### src/rtl/laserdrop_pkg.sv
// Shared LaserDrop types and constants for the FTDI 245-style FIFO link.
package laserdrop_pkg;

  localparam int unsigned FTDI_BYTE_W = 8;

  typedef enum logic [1:0] {
    IDLE    = 2'd0,
    RD_LOW  = 2'd1,
    RD_HIGH = 2'd2
  } ftdi_rd_state_t;

endpackage

### src/rtl/ftdi_fifo_reader_byte_fifo.sv
// First-word-fall-through byte buffer; the head entry is always visible on rd_data.
module byte_fifo #(
  parameter int unsigned DEPTH = 4,
  parameter int unsigned WIDTH = 8
) (
  input  logic             clock,
  input  logic             reset,
  input  logic             wr_en,
  input  logic [WIDTH-1:0] wr_data,
  input  logic             rd_en,
  output logic [WIDTH-1:0] rd_data,
  output logic             full,
  output logic             empty
);

  localparam int unsigned PTR_W = $clog2(DEPTH);
  localparam int unsigned CNT_W = PTR_W + 1;

  logic [WIDTH-1:0] mem_q [DEPTH];
  logic [WIDTH-1:0] mem_d [DEPTH];
  logic [PTR_W-1:0] wr_ptr_q, wr_ptr_d;
  logic [PTR_W-1:0] rd_ptr_q, rd_ptr_d;
  logic [CNT_W-1:0] count_q, count_d;
  logic             wr_ok;
  logic             rd_ok;

  assign full    = (count_q == CNT_W'(DEPTH));
  assign empty   = (count_q == '0);
  assign rd_data = mem_q[rd_ptr_q];

  // Pointers are PTR_W bits wide, so wrap modulo DEPTH falls out naturally.
  always_comb begin
    mem_d    = mem_q;
    wr_ptr_d = wr_ptr_q;
    rd_ptr_d = rd_ptr_q;
    count_d  = count_q;
    wr_ok    = wr_en && !full;
    rd_ok    = rd_en && !empty;
    if (wr_ok) begin
      mem_d[wr_ptr_q] = wr_data;
      wr_ptr_d        = wr_ptr_q + PTR_W'(1);
    end
    if (rd_ok) begin
      rd_ptr_d = rd_ptr_q + PTR_W'(1);
    end
    case ({wr_ok, rd_ok})
      2'b10:   count_d = count_q + CNT_W'(1);
      2'b01:   count_d = count_q - CNT_W'(1);
      default: count_d = count_q;
    endcase
  end

  always_ff @(posedge clock or posedge reset) begin
    if (reset) begin
      for (int unsigned i = 0; i < DEPTH; i++) begin
        mem_q[i] <= '0;
      end
      wr_ptr_q <= '0;
      rd_ptr_q <= '0;
      count_q  <= '0;
    end else begin
      mem_q    <= mem_d;
      wr_ptr_q <= wr_ptr_d;
      rd_ptr_q <= rd_ptr_d;
      count_q  <= count_d;
    end
  end

endmodule

### src/rtl/ftdi_fifo_reader.sv
// Host-to-FPGA FTDI 245 reader: paces RD# around RXF# and streams captured bytes out.
module ftdi_fifo_reader
  import laserdrop_pkg::*;
#(
  parameter int unsigned RD_LOW_CYCLES  = 3,
  parameter int unsigned RD_HIGH_CYCLES = 5,
  parameter int unsigned FIFO_DEPTH     = 4
) (
  input  logic                   clock,
  input  logic                   reset,
  input  logic                   en,
  input  logic                   rxf,
  input  logic [FTDI_BYTE_W-1:0] adbus_in,
  input  logic                   bus_grant,
  output logic                   bus_req,
  output logic                   ftdi_rd,
  output logic [FTDI_BYTE_W-1:0] data_out,
  output logic                   data_valid,
  input  logic                   data_ready,
  output logic [15:0]            byte_count
);

  ftdi_rd_state_t state_q, state_d;
  logic [3:0]     cnt_q, cnt_d;
  logic [15:0]    byte_count_q, byte_count_d;
  logic           rxf_meta_q, rxf_s_q;
  logic           fifo_wr;
  logic           fifo_full;
  logic           fifo_empty;

  always_ff @(posedge clock or posedge reset) begin
    if (reset) begin
      rxf_meta_q <= 1'b1;
      rxf_s_q    <= 1'b1;
    end else begin
      rxf_meta_q <= rxf;
      rxf_s_q    <= rxf_meta_q;
    end
  end

  // RD# and bus_req decode straight from state so reset raises RD# without a clock.
  always_comb begin
    state_d      = state_q;
    cnt_d        = cnt_q;
    byte_count_d = byte_count_q;
    fifo_wr      = 1'b0;
    bus_req      = 1'b0;
    ftdi_rd      = 1'b1;
    case (state_q)
      IDLE: begin
        bus_req = en && !rxf_s_q && !fifo_full;
        if (bus_req && bus_grant) begin
          state_d = RD_LOW;
          cnt_d   = '0;
        end
      end
      RD_LOW: begin
        ftdi_rd = 1'b0;
        bus_req = 1'b1;
        if (cnt_q == 4'(RD_LOW_CYCLES - 1)) begin
          fifo_wr      = 1'b1;
          byte_count_d = byte_count_q + 16'd1;
          state_d      = RD_HIGH;
          cnt_d        = '0;
        end else begin
          cnt_d = cnt_q + 4'd1;
        end
      end
      RD_HIGH: begin
        if (cnt_q == 4'(RD_HIGH_CYCLES - 1)) begin
          state_d = IDLE;
          cnt_d   = '0;
        end else begin
          cnt_d = cnt_q + 4'd1;
        end
      end
      default: begin
        state_d = IDLE;
        cnt_d   = '0;
      end
    endcase
  end

  always_ff @(posedge clock or posedge reset) begin
    if (reset) begin
      state_q      <= IDLE;
      cnt_q        <= '0;
      byte_count_q <= '0;
    end else begin
      state_q      <= state_d;
      cnt_q        <= cnt_d;
      byte_count_q <= byte_count_d;
    end
  end

  assign byte_count = byte_count_q;
  assign data_valid = !fifo_empty;

  byte_fifo #(
    .DEPTH (FIFO_DEPTH),
    .WIDTH (FTDI_BYTE_W)
  ) u_fifo (
    .clock   (clock),
    .reset   (reset),
    .wr_en   (fifo_wr),
    .wr_data (adbus_in),
    .rd_en   (data_ready),
    .rd_data (data_out),
    .full    (fifo_full),
    .empty   (fifo_empty)
  );

endmodule

### config.mk
export PLATFORM = sky130hd
export DESIGN_NAME = ftdi_fifo_reader
export DESIGN_NICKNAME = d
export VERILOG_FILES = /design/src/rtl/laserdrop_pkg.sv /design/src/rtl/ftdi_fifo_reader_byte_fifo.sv /design/src/rtl/ftdi_fifo_reader.sv
export SDC_FILE = /design/constraint.sdc
export NUM_CORES = 1
export LEC_CHECK = 0
export CORE_MARGIN = 4
export CORE_UTILIZATION = 47
export DETAILED_ROUTE_END_ITERATION = 16
export PLACE_DENSITY = 0.79
export SYNTH_ARGS = -nofsm -noshare
export SYNTH_HDL_FRONTEND = slang
export SYNTH_HIERARCHICAL = 1
export SYNTH_SLANG_ARGS = --single-unit
export TNS_END_PERCENT = 50
### constraint.sdc
create_clock -name clock -period 6.1 [get_ports clock]
set_clock_uncertainty 0.05 [all_clocks]
set_input_delay 0.61 -clock clock [delete_from_list [all_inputs] [get_ports clock]]
set_output_delay 0.61 -clock clock [all_outputs]
set_load 0.1 [all_outputs]
# Word-level counts from Yosys, hierarchy flattened
# Cells that the tools add are included.
# word_totals
output_inout_bits	27
ff_bits	63
# op_classes
n_lt_le_gt_ge	3
reduce_logical	14
eq_ne	10
n_addsub	6
n_bitwise	2
n_mux	19
# op_table
op	count
32-bit bitwise mux	1
8-bit 2-to-1 mux	3
16-bit by 1-bit adder with 16-bit output (second input constant)	1
8-bit binary-select mux with 2-bit select	1
8-bit demux with 2-bit select	1
4-bit 2-to-1 mux	3
4-bit one-hot mux with 3 select lines	1
3-bit >= comparator (second input constant)	2
1-bit logical AND	6
2-bit 2-to-1 mux	3
2-bit inequality test (second input constant)	3
2-bit NOT with 3-bit output	2
2-bit one-hot mux with 3 select lines	1
3-bit one-hot mux with 2 select lines	1
2-bit by 1-bit adder with 2-bit output (second input constant)	2
4-bit by 1-bit adder with 4-bit output (second input constant)	1
2-bit by 1-bit equality test with 1-bit output (second input constant)	2
2-bit equality test (second input constant)	2
4-bit by 2-bit equality test with 1-bit output (second input constant)	1
4-bit by 3-bit equality test with 1-bit output (second input constant)	1
3-bit by 1-bit adder with 3-bit output (second input constant)	1
3-bit equality test (second input constant)	1
1-bit zero test	3
3-bit zero test	1
8 further kinds	10

# Depth between registers and ports, before layout
# Gate-level depths: netlist (run 1).
# depth
word_depth	6
ltp_mapped	11
ltp_nobuf	11

# Cells and area by module
# Netlist (run 1), hierarchy kept.
# modules_own_cells
mod	area_per_inst_um2	n_inst	cells_per_inst
byte_fifo	1788.0	1	115
ftdi_fifo_reader	1221.2	1	117

# Least setup slack after synthesis (run 1)
# OpenSTA, ideal clock, no wires.
# synth_timing
path_kind	register -> output
from	register state_q[1]
to	output bus_req
path_slack_ns	3.351
path_stages_with_launch	5
arrival_time_ns	2.089
path_buffers	0
t_required_ns	5.440
cell_sequence	dfrtp_1 inv_1 ha_1 inv_1 nand2_1
# synth_between
elab_chain_len	2
elab_cells_between_ends	3
# synth_rtl
element	line_no	rtl
start, declared	ftdi_fifo_reader.sv:23	ftdi_rd_state_t state_q, state_d;
start signal, assigned	ftdi_fifo_reader.sv:90	state_q <= state_d;
2-bit by 1-bit equality test with 1-bit output or 2-bit zero test (tied branches)	ftdi_fifo_reader.sv:49	case (state_q)
1-bit one-hot mux with 2 select lines *	ftdi_fifo_reader.sv:49	
end, declared	ftdi_fifo_reader.sv:15	output logic bus_req,
# Mark *: on every way between the ends. The rest lies on a longest branch, timed or not.

# Worst setup path after layout (run 1)
# layout_timing
from	input en
to	output bus_req
# layout_between
elab_chain_len	3
# layout_rtl
element	line_no	rtl
start, declared	ftdi_fifo_reader.sv:11	input logic en,
1-bit logical AND (2 in a row)	ftdi_fifo_reader.sv:51	bus_req = en && !rxf_s_q && !fifo_full;
1-bit one-hot mux with 2 select lines	ftdi_fifo_reader.sv:49	
# No other way between the ends.

==> out/results.ini, run 1 <==
[status]
status = complete, no violations

[pwr]
vdd_drop_max_uv = 271.3
swShare = 0.4059
p_per_area_mw_per_mm2 = 431.0
p_int_mw = 0.9533
p_clk_frac = 0.248
power_frac_comb = 0.388
power.leakage_nw = 1.702
p_sw_mw = 0.6514
seqPwrFrac = 0.365

[synthesis]
async_flop_share = 1.000
synth_edf_count = 0
syn_area_per_cell_um2 = 12.97
ys_warn_count = 6
syn-num-nets = 261
seq_area_frac_synth = 0.5247
synth_cells = 232
syn_area_mm2 = 0.003009
synth.distinct_cells = 36
synthFlopType = dfrtp_1
synth-seq-cells = 63

[grt]
grt_start_max_net_pins = 40
grt_pass1_vias = 1913
grt_use_total = 0.1541
gr-total-overflow = 0
antenna_found_initial = 0
grt_pass1_wl_um = 9128

[routing]
first_pass_iters = 5
wl_um = 5402
postRouteAntennaNets = 0
drt_iter0_drc = 77
vias = 1860
drc = 0
via_per_inst = 5.138
wire_per_inst_um = 14.92

[timing]
tightestPinTransition_ns = 0.9925
holdWs_ns = 0.3150
maxClockFrequency_mhz = 301.9
period_needed_ns = 3.312
setup_viol = 0
setup_tns_ns = 0
rsz0062_at_grt = false
slew_headroom = 0.3363
period_share = 0.5430
hold_violations = 0
slew_viol_final = 0

[place]
placed_area_mm2 = 0.003502
dp_hpwl_um = 3790
port-buffer-count = 40
place_congestion = 0.7349

[final_layout]
fill_cells = 496
layout_commonest_cell = dfrtp_1
syn2layout_area_growth_pct = 23.74
fin_area_mm2 = 0.003724
n_antenna_cell = 0
finalNetCount = 311
final_cell_mix = dfrtp_1 (61), clkdlybuf4s50_1 (40), mux2_2 (35)
layout-drive-gt1-share = 0.2578

[setup_path]
required_ns = 5.44
worst_setup_path_end_kind = output port
path_class = input pin to output port
arrival_ns = 2.65
crit_path_max_fanout = 2
start_kind = input pin

[floorplanning]
dieArea_mm2 = 0.007747
fp.dieW_um = 88.02
fp.coreArea_mm2 = 0.006061
initial_utilization = 0.4965
ioPinCount = 41
die_y_um = 88.02
fp-row-count = 28

[clock_tree]
htreeDepth = 3
cts_buffers = 9
clk_path_buf_depth = 2
clkSinkCount = 63
cts-resized-gates = 0
cts_root_buf = clkbuf_8
path_clk_slew_ns = 0.07
cts_tree = built
clk_latency_ns = 0.33
cts_hold_buf = 0
post_cts_buffers = 0

[run]
drv_cap = 0

[worst_hold_path]
min_path_type = flip-flop to flip-flop

-- metal layers --
layer  vias to the layer above  track usage  wire length, µm
li1                        904            -                -
met1                       917       0.2010             2512
met2                        30       0.2459             2590
met3                         9      0.03293              182
met4                         0      0.07418              116
met5                         -            0                0
-- synth_stat cells (3+ instances only) --
cell type | n | share of area
nor3_1 | 4 | 0.0067
nor2_1 | 6 | 0.0075
dfrtp_1 | 61 | 0.51
nand4_1 | 4 | 0.0083
nor2_2 | 5 | 0.010
xor2_1 | 10 | 0.029
inv_1 | 18 | 0.022
o21ai_0 | 3 | 0.0050
mux4_2 | 8 | 0.060
nand3_1 | 5 | 0.0083
xnor2_1 | 11 | 0.032
a21oi_1 | 3 | 0.0050
mux2_2 | 35 | 0.13
ha_1 | 14 | 0.058
nand2_1 | 22 | 0.027
-- registers in the layout, summed over array words and instances, names as in the netlist --
signal and count:
cnt_q 4, byte_count 16, u_fifo/wr_ptr_q 2, u_fifo/mem_q 32, u_fifo/count_q 3, u_fifo/rd_ptr_q 2
rxf_s_q 1, rxf_meta_q 1, state_q 2
-- cell type report --
class / count / area, µm² / area share
clock inverters: 7 / 97.59 / 0.02621
flip-flops and latches: 63 / 1579 / 0.4241
multi-input cells: 149 / 1354 / 0.3636
well taps: 75 / 93.84 / 0.02520
inverters: 18 / 67.56 / 0.01815
repair buffers: 41 / 407.9 / 0.1095
clock buffers: 9 / 123.9 / 0.03327
-- through the flow --
| step | worst slack [ns] | util | std cells | total power, mW |
|---|---|---|---|---|
| 2_1_floorplan | 3.351 | - | 232 | 1.080 |
| 3_3_place_gp | 2.780 | 0.5778 | 346 | 1.203 |
| 3_5_place_dp | 2.782 | 0.5778 | 346 | 1.220 |
| 4_1_cts | 2.750 | 0.6144 | 362 | 1.624 |
| 5_1_grt | 2.681 | 0.6144 | 362 | 1.692 |
| 6_report | 2.788 | 0.6144 | 362 | 1.605 |
-- power groups by stage --
stage	clock (mW)	combinational (mW)	sequential [mW]
after floorplan	0	0.483	0.596
after CTS	0.408	0.628	0.588
after detailed placement	0	0.625	0.596
after global routing	0.426	0.665	0.602
final	0.398	0.622	0.585
after global placement	0	0.613	0.590
-- worst max-delay path, cell delays in order --
cell and delay (ns):
clkdlybuf4s50_1 0.46, nor3b_1 0.30, nand2_1 0.09, nand2_1 0.07, clkdlybuf4s50_1 1.13
-- cells by family after synthesis --
group | after synthesis | share of synthesized area
DFF | 63 | 0.5247
and+or+nand+nor | 57 | 0.1048
muxes | 44 | 0.1942
xor gates and xnor gates | 21 | 0.06112
buffers and inverters | 20 | 0.02536
adders and majority gates | 15 | 0.06487
AOI/OAI and AO/OA | 12 | 0.02495
-- worst paths after layout --
kind	start	end	slack, ns	depth (start not counted)
worst max-delay path	en	bus_req	2.79	5
worst min-delay path	rxf_meta_q	rxf_s_q	0.31	0
worst max register to register	state_q[1]	u_fifo/count_q[2]	3.46	11
worst min register to register	rxf_meta_q	rxf_s_q	0.31	0
max in group asynchronous	reset	cnt_q[1]	4.69	2
min in group asynchronous	reset	u_fifo/mem_q[18]	0.67	3
Note: power is estimated with default switching activity, not from simulation.
==> run 2: changes to the inputs <==
--- a/config.mk
+++ b/config.mk
@@ -8,7 +8,7 @@
 export CORE_MARGIN = 4
 export CORE_UTILIZATION = 47
 export DETAILED_ROUTE_END_ITERATION = 16
-export PLACE_DENSITY = 0.79
+export PLACE_DENSITY = 0.82
 export SYNTH_ARGS = -nofsm -noshare
 export SYNTH_HDL_FRONTEND = slang
 export SYNTH_HIERARCHICAL = 1
==> constraint.sdc (replaced) <==
create_clock -name clock -period 2.8 [get_ports clock]
set_clock_uncertainty 0.05 [all_clocks]
set_input_delay 0.28 -clock clock [delete_from_list [all_inputs] [get_ports clock]]
set_output_delay 0.28 -clock clock [all_outputs]
set_load 0.1 [all_outputs]
==> run 2 against run 1 <==
- total power increased by 120%
- count of clock-buffer cells in the layout grew 5
- sequential cell count is the same
- final cell count is 0.28% higher
- first-iteration DRC count is 22% lower
- utilization down 0.64 points
- via count grew 2.8%
- global-route usage increased by 0.81 points
- clock power up 130%
- critical path depth rose by 6
- sequential share of layout area up 0.45 points
- largest cell class unchanged
- largest power group unchanged
==> out/results.ini, run 2 (synthesis gave the netlist of run 1 again) <==
[timing]
period_share = 0.8673
period_needed_ns = 2.428
setup_viol = 0
worst_slack_ns = 0.3716
rsz0062_at_grt = false
setup_tns_ns = 0
slew_viol_final = 0
maxClockFrequency_mhz = 411.8
slew_headroom = 0.3993
hold_violations = 0
tightestPinTransition_ns = 0.9001

[grt]
grt_start_max_net_pins = 40
grt_pass1_vias = 1988
gr-total-overflow = 0
antenna_found_initial = 0
grt_use_total = 0.1622
grt_pass1_wl_um = 9501

[setup_path]
crit_path_max_fanout = 6
worst_setup_path_end_kind = flip-flop
cpMostUsedCell = inv_1
crit_path_start = state_q[1]
arrival_ns = 2.58
required_ns = 2.96
r2r_setup_slack_ns = 0.37
crit_slowest_cell = dfrtp_1
path_class = flip-flop to flip-flop
r2r_start = state_q[1]
critPathMaxStageDelay_ns = 0.39
path_cells = inv_1 > ha_1 > nand4bb_4 > inv_1 > or2b_2 > ha_1 > inv_1 > fa_1 > xor2_1 > nor2_1 > xor2_1
r2r_cells = 11
setup.worst_path.end = u_fifo/count_q[2]
start_kind = flip-flop
worstReg2RegEnd = u_fifo/count_q[2]

[final_layout]
finalNetCount = 312
largest-register = u_fifo/mem_q
n_antenna_cell = 0
fill_cells = 491
largest_reg_flops = 32
layout-drive-gt1-share = 0.3507
syn2layout_area_growth_pct = 22.45
layout_commonest_cell = dfrtp_1
fin_area_mm2 = 0.003685
final_cells = 363
final_cell_mix = dfrtp_1 (61), mux2_2 (35), buf_4 (29)

[clock_tree]
cts-resized-gates = 0
htreeDepth = 3
clkSinkCount = 63
clk_latency_ns = 0.32
clk_path_buf_depth = 2
cts_buffers = 9
cts_root_buf = clkbuf_8
path_clk_slew_ns = 0.06
post_cts_buffers = 0
cts_hold_buf = 0
cts_tree = built

[pwr]
vdd_drop_max_uv = 603.6
p_per_area_mw_per_mm2 = 965.0
power.leakage_nw = 1.775

[routing]
drc = 0
postRouteAntennaNets = 0
vias = 1912
wire_per_inst_um = 15.50
wl_um = 5626
via_per_inst = 5.267
drt_iter0_drc = 60
first_pass_iters = 4

[floorplanning]
fp.coreArea_mm2 = 0.006061
dieArea_mm2 = 0.007747
initial_utilization = 0.4965
die_y_um = 88.02
fp.dieW_um = 88.02
fp-row-count = 28
ioPinCount = 41

[place]
placed_area_mm2 = 0.003442
port-buffer-count = 40
place_congestion = 0.8005
dp_hpwl_um = 3843
dp.cells = 347
pre_cts_ws_ns = 0.4011

[worst_hold_path]
min_path_type = flip-flop to flip-flop
holdPathStages = 0

[status]
status = complete, no violations

[run]
drv_cap = 0

run 2: changes by cell type in the layout (fill, tap and decap cells not counted), sizes merged:
cell           change
buf               +28
clkdlybuf4s50     -27
clkbuf             +5
clkinv             -3
clkinvlp           -2
run 2: critical path, delay by kind of cell (launching register included):
family / cells / cell delay, ns
AND/OR/NAND/NOR: 3 / 0.57
adder cells (fa/ha/maj): 3 / 0.70
flip-flops: 1 / 0.39
buffers and inverters: 3 / 0.30
XOR/XNOR: 2 / 0.29
run 2: worst min path at each step:
| stage | from | end | slack, ns |
|---|---|---|---|
| 6_report | rxf_meta_q | rxf_s_q | 0.31 |
| 5_1_grt | rxf | rxf_meta_q | 0.29 |
| 3_5_place_dp | rxf_meta_q | rxf_s_q | 0.30 |
| 4_1_cts | rxf | rxf_meta_q | 0.29 |
| 3_3_place_gp | rxf_meta_q | rxf_s_q | 0.30 |
| 2_1_floorplan | rxf | rxf_meta_q | 0.23 |
run 2: layout make-up:
| type | instances | area (µm²) | share of cell area |
|---|---|---|---|
| clock buffers | 14 | 182.7 | 0.04958 |
| well taps | 75 | 93.84 | 0.02547 |
| inverters | 18 | 67.56 | 0.01834 |
| flip-flops and latches | 63 | 1579 | 0.4285 |
| multi-input cells | 149 | 1354 | 0.3674 |
| repair buffers | 42 | 347.8 | 0.09440 |
| clock inverters | 2 | 60.06 | 0.01630 |
run 2: metal layers:
layer	wire length, µm	GRT usage	up-vias	part of all wire
li1	-	-	906	-
met3	236	0.03951	8	0.042
met1	2413	0.1964	964	0.43
met5	0	0	-	0
met4	95	0.06593	0	0.017
met2	2880	0.2781	34	0.51
run 2: power by group:
part           switching, mW  leakage [nW]  internal [mW]
Combinational          0.876         0.805          0.473
Clock                  0.326         0.123          0.600
Sequential             0.200         0.847           1.08
run 2: through the flow:
step / power (mW) / util / hold slack, ns
floorplan: 2.353 / - / 0.2345
global placement: 2.597 / 0.5679 / 0.2956
detailed placement: 2.638 / 0.5679 / 0.2972
CTS: 3.584 / 0.6080 / 0.2950
global route: 3.752 / 0.6080 / 0.2906
finish: 3.556 / 0.6080 / 0.3058
